**config.mk**
```make
export PLATFORM = sky130hd
export DESIGN_NAME = mem_access_unit
export DESIGN_NICKNAME = d
export VERILOG_FILES = /design/src/rtl/mem_access_unit.sv
export SDC_FILE = /design/constraint.sdc
export NUM_CORES = 1
export LEC_CHECK = 0
export CORE_ASPECT_RATIO = 1.4
export CORE_UTILIZATION = 55
export DETAILED_ROUTE_END_ITERATION = 7
export DONT_BUFFER_PORTS = 1
export GPL_ROUTABILITY_DRIVEN = 0
export GPL_TIMING_DRIVEN = 0
export PLACE_DENSITY_LB_ADDON = 0.12
export SLEW_MARGIN = 20
export SYNTH_ARGS = -nofsm -noshare
export SYNTH_HDL_FRONTEND = slang
export SYNTH_SLANG_ARGS = --single-unit
```
**constraint.sdc**
```tcl
create_clock -name clk -period 5.3 [get_ports clk]
set_input_delay 1.06 -clock clk [delete_from_list [all_inputs] [get_ports clk]]
set_output_delay 1.06 -clock clk [all_outputs]
set_load 0.01 [all_outputs]
```
**src/rtl/mem_access_unit.sv**
```systemverilog
// rtl/mem_access_unit.sv - RV32I MEM-stage load/store unit driving the data-cache port
module mem_access_unit (
  input  logic        clk,
  input  logic        rst,
  input  logic        req_valid,
  input  logic        req_load,
  input  logic        req_store,
  input  logic [2:0]  req_funct3,
  input  logic [31:0] req_addr,
  input  logic [31:0] req_wdata,
  output logic        stall,
  output logic        done,
  output logic        fault,
  output logic [31:0] load_data,
  output logic [31:0] dmem_address,
  output logic        dmem_read,
  output logic        dmem_write,
  output logic [3:0]  dmem_mbe,
  output logic [31:0] dmem_wdata,
  input  logic [31:0] dmem_rdata,
  input  logic        dmem_resp
);

  typedef enum logic {IDLE, BUSY} state_t;

  state_t      r_state;
  logic        r_done;
  logic        r_fault;
  logic [31:0] r_load_data;
  logic [31:0] r_address;
  logic        r_read;
  logic        r_write;
  logic [3:0]  r_mbe;
  logic [31:0] r_wdata;
  logic [2:0]  r_funct3;
  logic [1:0]  r_off;

  logic        w_accept;
  logic        w_illegal;
  logic        w_misaligned;
  logic [3:0]  w_mbe;
  logic [31:0] w_wdata;
  logic [7:0]  w_byte;
  logic [15:0] w_half;
  logic [31:0] w_load_ext;

  // The ~done term keeps the instruction that is completing from being taken again
  assign stall    = req_valid & ~r_done;
  assign w_accept = (r_state == IDLE) & req_valid & ~r_done;

  assign done         = r_done;
  assign fault        = r_fault;
  assign load_data    = r_load_data;
  assign dmem_address = r_address;
  assign dmem_read    = r_read;
  assign dmem_write   = r_write;
  assign dmem_mbe     = r_mbe;
  assign dmem_wdata   = r_wdata;

  // Decode illegal op kinds/funct3 and natural-alignment violations of the incoming request
  always_comb begin
    w_illegal    = 1'b0;
    w_misaligned = 1'b0;
    if (req_load == req_store) begin
      w_illegal = 1'b1;
    end else if (req_load) begin
      w_illegal = (req_funct3 == 3'b011) | (req_funct3 == 3'b110) | (req_funct3 == 3'b111);
    end else begin
      w_illegal = (req_funct3 >= 3'b011);
    end
    case (req_funct3[1:0])
      2'b01:   w_misaligned = req_addr[0];
      2'b10:   w_misaligned = |req_addr[1:0];
      default: w_misaligned = 1'b0;
    endcase
  end

  // Build byte enables and lane-replicated store data so any lane the cache picks is correct
  always_comb begin
    w_mbe   = 4'b0000;
    w_wdata = 32'h0;
    if (req_store) begin
      case (req_funct3[1:0])
        2'b00: begin
          w_mbe   = 4'b0001 << req_addr[1:0];
          w_wdata = {4{req_wdata[7:0]}};
        end
        2'b01: begin
          w_mbe   = 4'b0011 << {req_addr[1], 1'b0};
          w_wdata = {2{req_wdata[15:0]}};
        end
        default: begin
          w_mbe   = 4'b1111;
          w_wdata = req_wdata;
        end
      endcase
    end
  end

  // Select the addressed byte/half of the returned word and extend it per the latched funct3
  always_comb begin
    w_byte = 8'h0;
    case (r_off)
      2'd0: w_byte = dmem_rdata[7:0];
      2'd1: w_byte = dmem_rdata[15:8];
      2'd2: w_byte = dmem_rdata[23:16];
      2'd3: w_byte = dmem_rdata[31:24];
      default: w_byte = 8'h0;
    endcase
    w_half = r_off[1] ? dmem_rdata[31:16] : dmem_rdata[15:0];
    case (r_funct3)
      3'b000:  w_load_ext = {{24{w_byte[7]}}, w_byte};
      3'b100:  w_load_ext = {24'h0, w_byte};
      3'b001:  w_load_ext = {{16{w_half[15]}}, w_half};
      3'b101:  w_load_ext = {16'h0, w_half};
      default: w_load_ext = dmem_rdata;
    endcase
  end

  // IDLE/BUSY control: accept, issue the cache request, wait for the response, pulse done
  always_ff @(posedge clk) begin
    if (rst) begin
      r_state     <= IDLE;
      r_done      <= 1'b0;
      r_fault     <= 1'b0;
      r_load_data <= 32'h0;
      r_address   <= 32'h0;
      r_read      <= 1'b0;
      r_write     <= 1'b0;
      r_mbe       <= 4'b0000;
      r_wdata     <= 32'h0;
      r_funct3    <= 3'b000;
      r_off       <= 2'b00;
    end else begin
      r_done  <= 1'b0;
      r_fault <= 1'b0;
      case (r_state)
        IDLE: begin
          if (w_accept) begin
            if (w_illegal | w_misaligned) begin
              r_done      <= 1'b1;
              r_fault     <= 1'b1;
              r_load_data <= 32'h0;
            end else begin
              r_state   <= BUSY;
              r_read    <= req_load;
              r_write   <= req_store;
              r_address <= {req_addr[31:2], 2'b00};
              r_mbe     <= w_mbe;
              r_wdata   <= w_wdata;
              r_funct3  <= req_funct3;
              r_off     <= req_addr[1:0];
            end
          end
        end
        BUSY: begin
          if (dmem_resp) begin
            r_state <= IDLE;
            r_read  <= 1'b0;
            r_write <= 1'b0;
            r_done  <= 1'b1;
            if (r_read) begin
              r_load_data <= w_load_ext;
            end
          end
        end
        default: r_state <= IDLE;
      endcase
    end
  end

endmodule
```
# Word level (Yosys, flattened, before mapping)
# Index checks and enable logic that the tools add are counted.
# totals
wordCells,78
out_inout_bits,105
register_bits,108
input_bits,105
# classes
bitwise,9
reduce_logical,8
order_cmp,1
shifts,2
mux,30
n_eq_ne,17
# ops
cell,n
32-bit 2-to-1 mux,5
32-bit one-hot mux with 2 select lines,2
32-bit one-hot mux with 4 select lines,1
8-bit one-hot mux with 4 select lines,1
16-bit 2-to-1 mux,1
1-bit 2-to-1 mux,13
3-bit == test (second input constant),4
1-bit one-hot mux with 2 select lines,5
4-bit one-hot mux with 2 select lines,1
2-bit == test (second input constant),3
2-bit inequality test (second input constant),3
3-bit AND reduction,2
2-bit by 1-bit == test with 1-bit output (second input constant),2
2-bit zero test,2
4-bit 2-to-1 mux,1
2-bit by 1-bit inequality test with 1-bit output (second input constant),2
4-bit AND reduction,1
2-bit OR reduction,2
1-bit by 2-bit << shifter with 4-bit output (first input constant),1
2-bit by 2-bit << shifter with 4-bit output (first input constant),1
1-bit bitwise AND,3
3-bit by 1-bit == test with 1-bit output (second input constant),1
3-bit by 2-bit == test with 1-bit output (second input constant),1
3-bit by 2-bit >= comparator with 1-bit output (second input constant),1
other kinds (4),8

# Depth between registers and ports, before layout
# Gate-level depths: netlist (run 1).
# depth
ltp_word,9
depth_mapped,8
ltp_nobuf,6

# Worst setup path before layout (run 1)
# Ideal clock, no wire load.
# synth_path
kind,input to register
startpoint,in req_funct3[0]
endpoint,reg r_wdata[19] (netlist: dmem_wdata[19])
arrival_time_ns,2.617
path_buffers,2
path_slack_ns,2.615
required_ns,5.232
path_stages,8
setup_time_ns,0.068
cell_sequence,inv_1 > ha_1 > a31oi_1 > nand3_2 > or4_4 > buf_6 > buf_6 > o2bb2ai_2
# synth_between
elab_chain_len,8
word_cells_on_any_way,17
classes_between,order compare: 1; eq/ne: 5; mux: 5; bitwise: 4; reduce/logical: 2
# synth_lines
element,line_no,source
start: declaration,8,"input logic [2:0] req_funct3,"
3-bit by 2-bit == test with 1-bit output or 3-bit == test (tied branches),67,w_illegal = (req_funct3 == 3'b011) | (req_funct3 == 3'b110) | (req_funct3 == 3'b111);
1-bit bitwise OR (2 in a row),67,
1-bit 2-to-1 mux,66,end else if (req_load) begin
1-bit 2-to-1 mux,64,if (req_load == req_store) begin
1-bit bitwise OR,140,if (w_illegal | w_misaligned) begin
1-bit inverter (no line),-,
3-bit AND reduction (no line),-,
end signal: assignment,150,r_wdata <= w_wdata;
end: declaration,34,logic [31:0] r_wdata;
# Several ways; a longest one is shown, not always the timed one.
# A chain may end at the register's enable or synchronous reset.

==> metrics.yaml, run 1 <==
min_path_type: "register to register"
grt_pass1_wl_mm: 22.6
grt_max_degree: 17
max_freq_ghz: 0.372
netlist_area_um2: 5150
post_drt_wl_per_cell_um: 21.1
viasPerCell: 6.55
antenna_found_initial: 0
drive_above_1_share: 0.0990
leakagePower_nw: 1.86
ys_warn_count: 0
fin_crit_sh: 0.507
nets: 680
synth.ff_latch_count: 108
die_x_um: 83.8
crit_required_ns: 5.53
worst_hold_slack_ns: 0.504
io_buffers: 0
relSlewSlack: 0.572
hold_viol_final: 0
start_util: 0.567
synthCells: 559
grt_pass1_vias: 4439
core_area_um2: 9080
clk_latency_ns: 0.35
synth_area_per_cell_um2: 9.22
clock_skew_ns: 0.00416
post-cts-setup-buffers: 0
insertedDiodeCount: 0
arrival_ns: 2.91
ctsResizeCount: 0
start_kind: "input port"
min_period_ns: 2.69
cts.sinks: 108
dp_hpwl_mm: 10.9
setup_viol: 0
ios: 210
setup.worst_path.end_class: "register"
synth_top_flop_cell: "dfxtp_1"
fin_tns_setup_ns: 0
ys_seq_area_frac: 0.420
worst_pin_slew_ns: 0.642
fp.dieH_um: 117
synth-edff-count: 0
dpl.cell_count: 667
cp_max_fo: 10
final_cells: 683
path_clk_slew_ns: 0.07
ir_drop_mv: 0.189
cts_tree: "built"
row_count: 41
routed_wl_mm: 14.4
cts_buffer_depth: 2
ys_types: 47
cts_made_buffers: 9
die_area_um2: 9760
maxCapViolations: 0
firstDrtPassIters: 6
violations: "design-rule violations"
status: "complete, but fails checks"
drt_iter0_drc: 255
power_density_nw_per_um2: 308
path_class: "input port to register"
gr-total-overflow: 0
slew_violations: 0
via_count: 4475
h-tree-depth: 3
grtUsageTotal: 0.293
async_reset_ff_frac: 0
rsz0062_at_grt: "no"
drtAntennaViolNets: 0
holdBufCountCts: 0
syn_to_final_growth_pct: 8.57
dp_worst_setup_slack_ns: 2.29
worst_slack_ns: 2.61
root_buffer: "clkbuf_16"
drc_errors: 28
power.total_mw: 1.73
-- registers in the layout, summed over array words and instances (netlist names) --
name / flops
dmem_address: 30
dmem_mbe: 4
dmem_read: 1
dmem_wdata: 32
dmem_write: 1
done: 1
fault: 1
load_data: 32
r_funct3: 3
r_off: 2
r_state: 1
-- cell type report --
| class | instances | area (um^2) |
|---|---|---|
| well taps | 107 | 134 |
| clock buffers | 12 | 256 |
| multi-input cells | 344 | 2540 |
| plain buffers | 60 | 272 |
| clock inverters | 4 | 47.5 |
| fillers | 815 | 3490 |
| flip-flops and latches | 108 | 2160 |
| inverters | 48 | 180 |
-- where the power goes --
| group | switching [mW] | internal, mW | leakage (nW) |
|---|---|---|---|
| Combinational | 0.136 | 0.0608 | 0.841 |
| Clock | 0.291 | 0.391 | 0.149 |
| Sequential | 0.0199 | 0.827 | 0.872 |
| Total | 0.447 | 1.28 | 1.86 |
-- synthesized netlist by cell type, types with 10 or more instances --
library cell / n / area (um^2)
nand3_1: 10 / 50.1
o311ai_0: 19 / 166
a21oi_1: 51 / 255
inv_1: 48 / 180
mux2i_1: 38 / 380
o31ai_1: 47 / 353
dfxtp_1: 108 / 2160
nand2_1: 38 / 143
nand4_1: 35 / 219
clkbuf_1: 42 / 158
o2bb2ai_2: 19 / 285
-- critical path: stages --
cell and delay (ns):
clkbuf_1 0.17, nand4b_2 0.48, nor2_2 0.44, o211ai_1 0.31, clkbuf_1 0.28, o311ai_0 0.16
-- path summary, 6_finish.rpt --
path	start	depth (start not counted)	slack [ns]	end
max	rst	6	2.61	load_data[27]$_SDFFE_PP0P_
min	r_funct3[2]$_SDFFE_PP0P_	2	0.50	r_funct3[2]$_SDFFE_PP0P_
max reg2reg	dmem_read$_SDFFE_PP0P_	5	3.12	load_data[27]$_SDFFE_PP0P_
min reg2reg	r_funct3[2]$_SDFFE_PP0P_	2	0.50	r_funct3[2]$_SDFFE_PP0P_
-- layer usage --
| metal | track usage | routed length [um] |
|---|---|---|
| met3 | 0.0961 | 1280 |
| met2 | 0.523 | 7350 |
| met5 | 0 | 0 |
| met4 | 0.113 | 298 |
| met1 | 0.325 | 5460 |
-- cells by family after synthesis --
group | synth area share
adder cells (fa/ha/maj) | 0.00971
other | 0.000728
multiplexers | 0.0782
AND/OR/NAND/NOR | 0.113
AO/OA/AOI/OAI | 0.291
buffers and inverters | 0.0877
flip-flops | 0.420
-- metrics by stage --
stage / cell area [um^2] / util
after floorplan: 5160 / -
after global placement: 5290 / 0.583
after detailed placement: 5290 / 0.583
after CTS: 5590 / 0.616
after global routing: 5590 / 0.616
final: 5590 / 0.616
-- placed cells by master, fill, tap and decap left out, types with 8 or more instances in the layout --
cell	netlist	final
o32ai_1	8	8
clkbuf_16	0	9
a22oi_1	8	8
inv_1	48	48
o31ai_1	47	47
nand4_1	35	35
dfxtp_1	108	108
o311ai_0	19	19
nand3_1	10	10
a22o_1	8	8
clkbuf_1	42	43
a21oi_1	51	51
nand2_1	38	38
mux2i_1	38	38
o2bb2ai_2	19	19
Note: power is estimated with default switching activity, not from simulation.
==> run 2: changes to the inputs <==
--- a/config.mk
+++ b/config.mk
@@ -5,6 +5,7 @@
 export SDC_FILE = /design/constraint.sdc
 export NUM_CORES = 1
 export LEC_CHECK = 0
+export ABC_AREA = 1
 export CORE_ASPECT_RATIO = 1.4
 export CORE_UTILIZATION = 55
 export DETAILED_ROUTE_END_ITERATION = 7
==> constraint.sdc (replaced) <==
create_clock -name clk -period 2.55 [get_ports clk]
set_input_delay 0.51 -clock clk [delete_from_list [all_inputs] [get_ports clk]]
set_output_delay 0.51 -clock clk [all_outputs]
set_load 0.01 [all_outputs]
==> metrics.yaml, run 2 <==
firstDrtPassIters: 8
cp_max_fo: 10
ctsResizeCount: 0
path_clk_slew_ns: 0.08
ys_seq_area_frac: 0.417
status: "complete, but fails checks"
insertedDiodeCount: 0
final_common_cell: "nand2_1"
drc_errors: 30
async_reset_ff_frac: 0
die_x_um: 84.1
post-cts-setup-buffers: 0
cts_made_buffers: 9
ys_warn_count: 0
synth_top_flop_cell: "dfxtp_1"
cts_tree: "built"
netlist_area_um2: 5180
ir_drop_mv: 0.408
start_util: 0.571
drtAntennaViolNets: 0
min_path_type: "input port to register"
setup_viol: 0
crit_required_ns: 2.83
netlist.area_leader.share: 0.417
ys_top_cells_by_count: "nand2_1, a21oi_1, nand3_1"
arrival_ns: 2.06
post_drt_wl_per_cell_um: 18.5
clk_latency_ns: 0.36
drt_iter0_drc: 317
hold_viol_final: 0
drive_above_1_share: 0.0828
slew_violations: 0
worst_hold_slack_ns: 0.308
leakagePower_nw: 2.12
row_count: 41
final_cell_mix: "nand2_1, a21oi_1, nand3_1"
dp_hpwl_mm: 12.7
power_density_nw_per_um2: 668
power.total_mw: 3.76
fin_area_um2: 5630
rr_endpoint: "load_data[10]$_SDFFE_PP0P_"
synth_area_leaders: "dfxtp_1, a21oi_1, nand3_1"
min_to: "dmem_address[14]$_SDFFE_PP0P_"
ys_types: 27
r2r_cells: 6
rrSetupSlack_ns: 0.77
grt_pass1_vias: 5017
clock_skew_ns: 0.00739
regToRegStartpoint: "r_state$_SDFF_PP0_"
gr-total-overflow: 0
path_class: "register to register"
placed_area_um2: 5320
ios: 210
violations: "design-rule violations"
start_kind: "register"
worst_pin_slew_ns: 0.547
nets: 877
yosysMostFrequentCell: "nand2_1"
viasPerCell: 6.03
cts_buffer_depth: 2
synth-edff-count: 0
grtUsageTotal: 0.328
antenna_found_initial: 0
core_area_um2: 9080
setup.worst_path.end_class: "register"
hold_depth: 2
via_count: 5304
grt_pass1_wl_mm: 24.9
holdBufCountCts: 0
fin_crit_sh: 0.697
fp.dieH_um: 117
synth.ff_latch_count: 108
maxCapViolations: 0
fin_tns_setup_ns: 0
min_period_ns: 1.78
max_freq_ghz: 0.562
die_area_um2: 9830
syn_to_final_growth_pct: 8.52
io_buffers: 0
h-tree-depth: 3
root_buffer: "clkbuf_16"
synth_top_area_cell: "dfxtp_1"
relSlewSlack: 0.635
synthCells: 756
hold_start: "req_addr[14]"
grt_max_degree: 21
synth_area_per_cell_um2: 6.86
startpoint: "r_state$_SDFF_PP0_"
rsz0062_at_grt: "no"
cts.sinks: 108
routed_wl_mm: 16.3
[run 2: changes by cell type after synthesis, moves of 38 or more]
| cell | previous run | this run |
|---|---|---|
| a21oi_1 | 51 | 128 |
| mux2i_1 | 38 | 0 |
| nand2_1 | 38 | 144 |
| nand3_1 | 10 | 125 |
| nor2_1 | 4 | 76 |
| o31ai_1 | 47 | 0 |
[run 2: power breakdown]
group          total (mW)  internal, mW  switching, mW
registers            1.79          1.74         0.0584
clock network        1.40         0.721          0.684
logic               0.558         0.169          0.389
[run 2: per-layer routing]
metal / vias up / global-route usage / wire (um)
li1: 2561 / - / -
met1: 2409 / 0.321 / 5370
met2: 281 / 0.611 / 8500
met3: 53 / 0.110 / 1790
met4: 0 / 0.183 / 624
met5: - / 0 / 0
[run 2: worst max-delay path: stages (launching register included)]
cell and delay [ns]:
dfxtp_1 0.39, nor3_4 0.37, nand2_1 0.27, nand2_2 0.27, buf_6 0.18, nand3_1 0.08, a21oi_1 0.14
[run 2: cell families (layout without fill, tap and decap cells)]
family | count (synthesis) | count (layout) | share of synthesized area
AOI/OAI and AO/OA | 164 | 164 | 0.164
and+or+nand+nor | 383 | 383 | 0.325
buffers and inverters | 96 | 112 | 0.0842
DFF | 108 | 108 | 0.417
adders and majority gates | 4 | 4 | 0.00965
other | 1 | 2 | 0.000723
[run 2: cell type report]
| class | count | area, um^2 |
|---|---|---|
| Fill cell | 877 | 3450 |
| Multi-Input combinational cell | 553 | 2590 |
| Sequential cell | 108 | 2160 |
| Buffer | 62 | 309 |
| Clock buffer | 10 | 239 |
| Tap cell | 107 | 134 |
| Inverter | 34 | 128 |
| Clock inverter | 6 | 65.1 |
[run 2: worst max path at each step]
| stage | end | slack (ns) | cells after the start |
|---|---|---|---|
| CTS | dmem_wdata[31]$_SDFFE_PP0P_ | 0.77 | 10 |
| floorplan | dmem_address[23]$_SDFFE_PP0P_ | 0.79 | 12 |
| global route | dmem_wdata[31]$_SDFFE_PP0P_ | 0.61 | 10 |
| global placement | dmem_wdata[31]$_SDFFE_PP0P_ | 0.43 | 10 |
| detailed placement | dmem_wdata[31]$_SDFFE_PP0P_ | 0.40 | 10 |
| finish | load_data[10]$_SDFFE_PP0P_ | 0.77 | 6 |
[run 2: metrics by stage]
stage           util  setup WS, ns  cells
5_1_grt        0.620         0.613    880
6_report       0.620         0.771    880
3_5_place_dp   0.586         0.397    864
3_3_place_gp   0.586         0.433    864
2_1_floorplan      -         0.794    757
4_1_cts        0.620         0.765    880
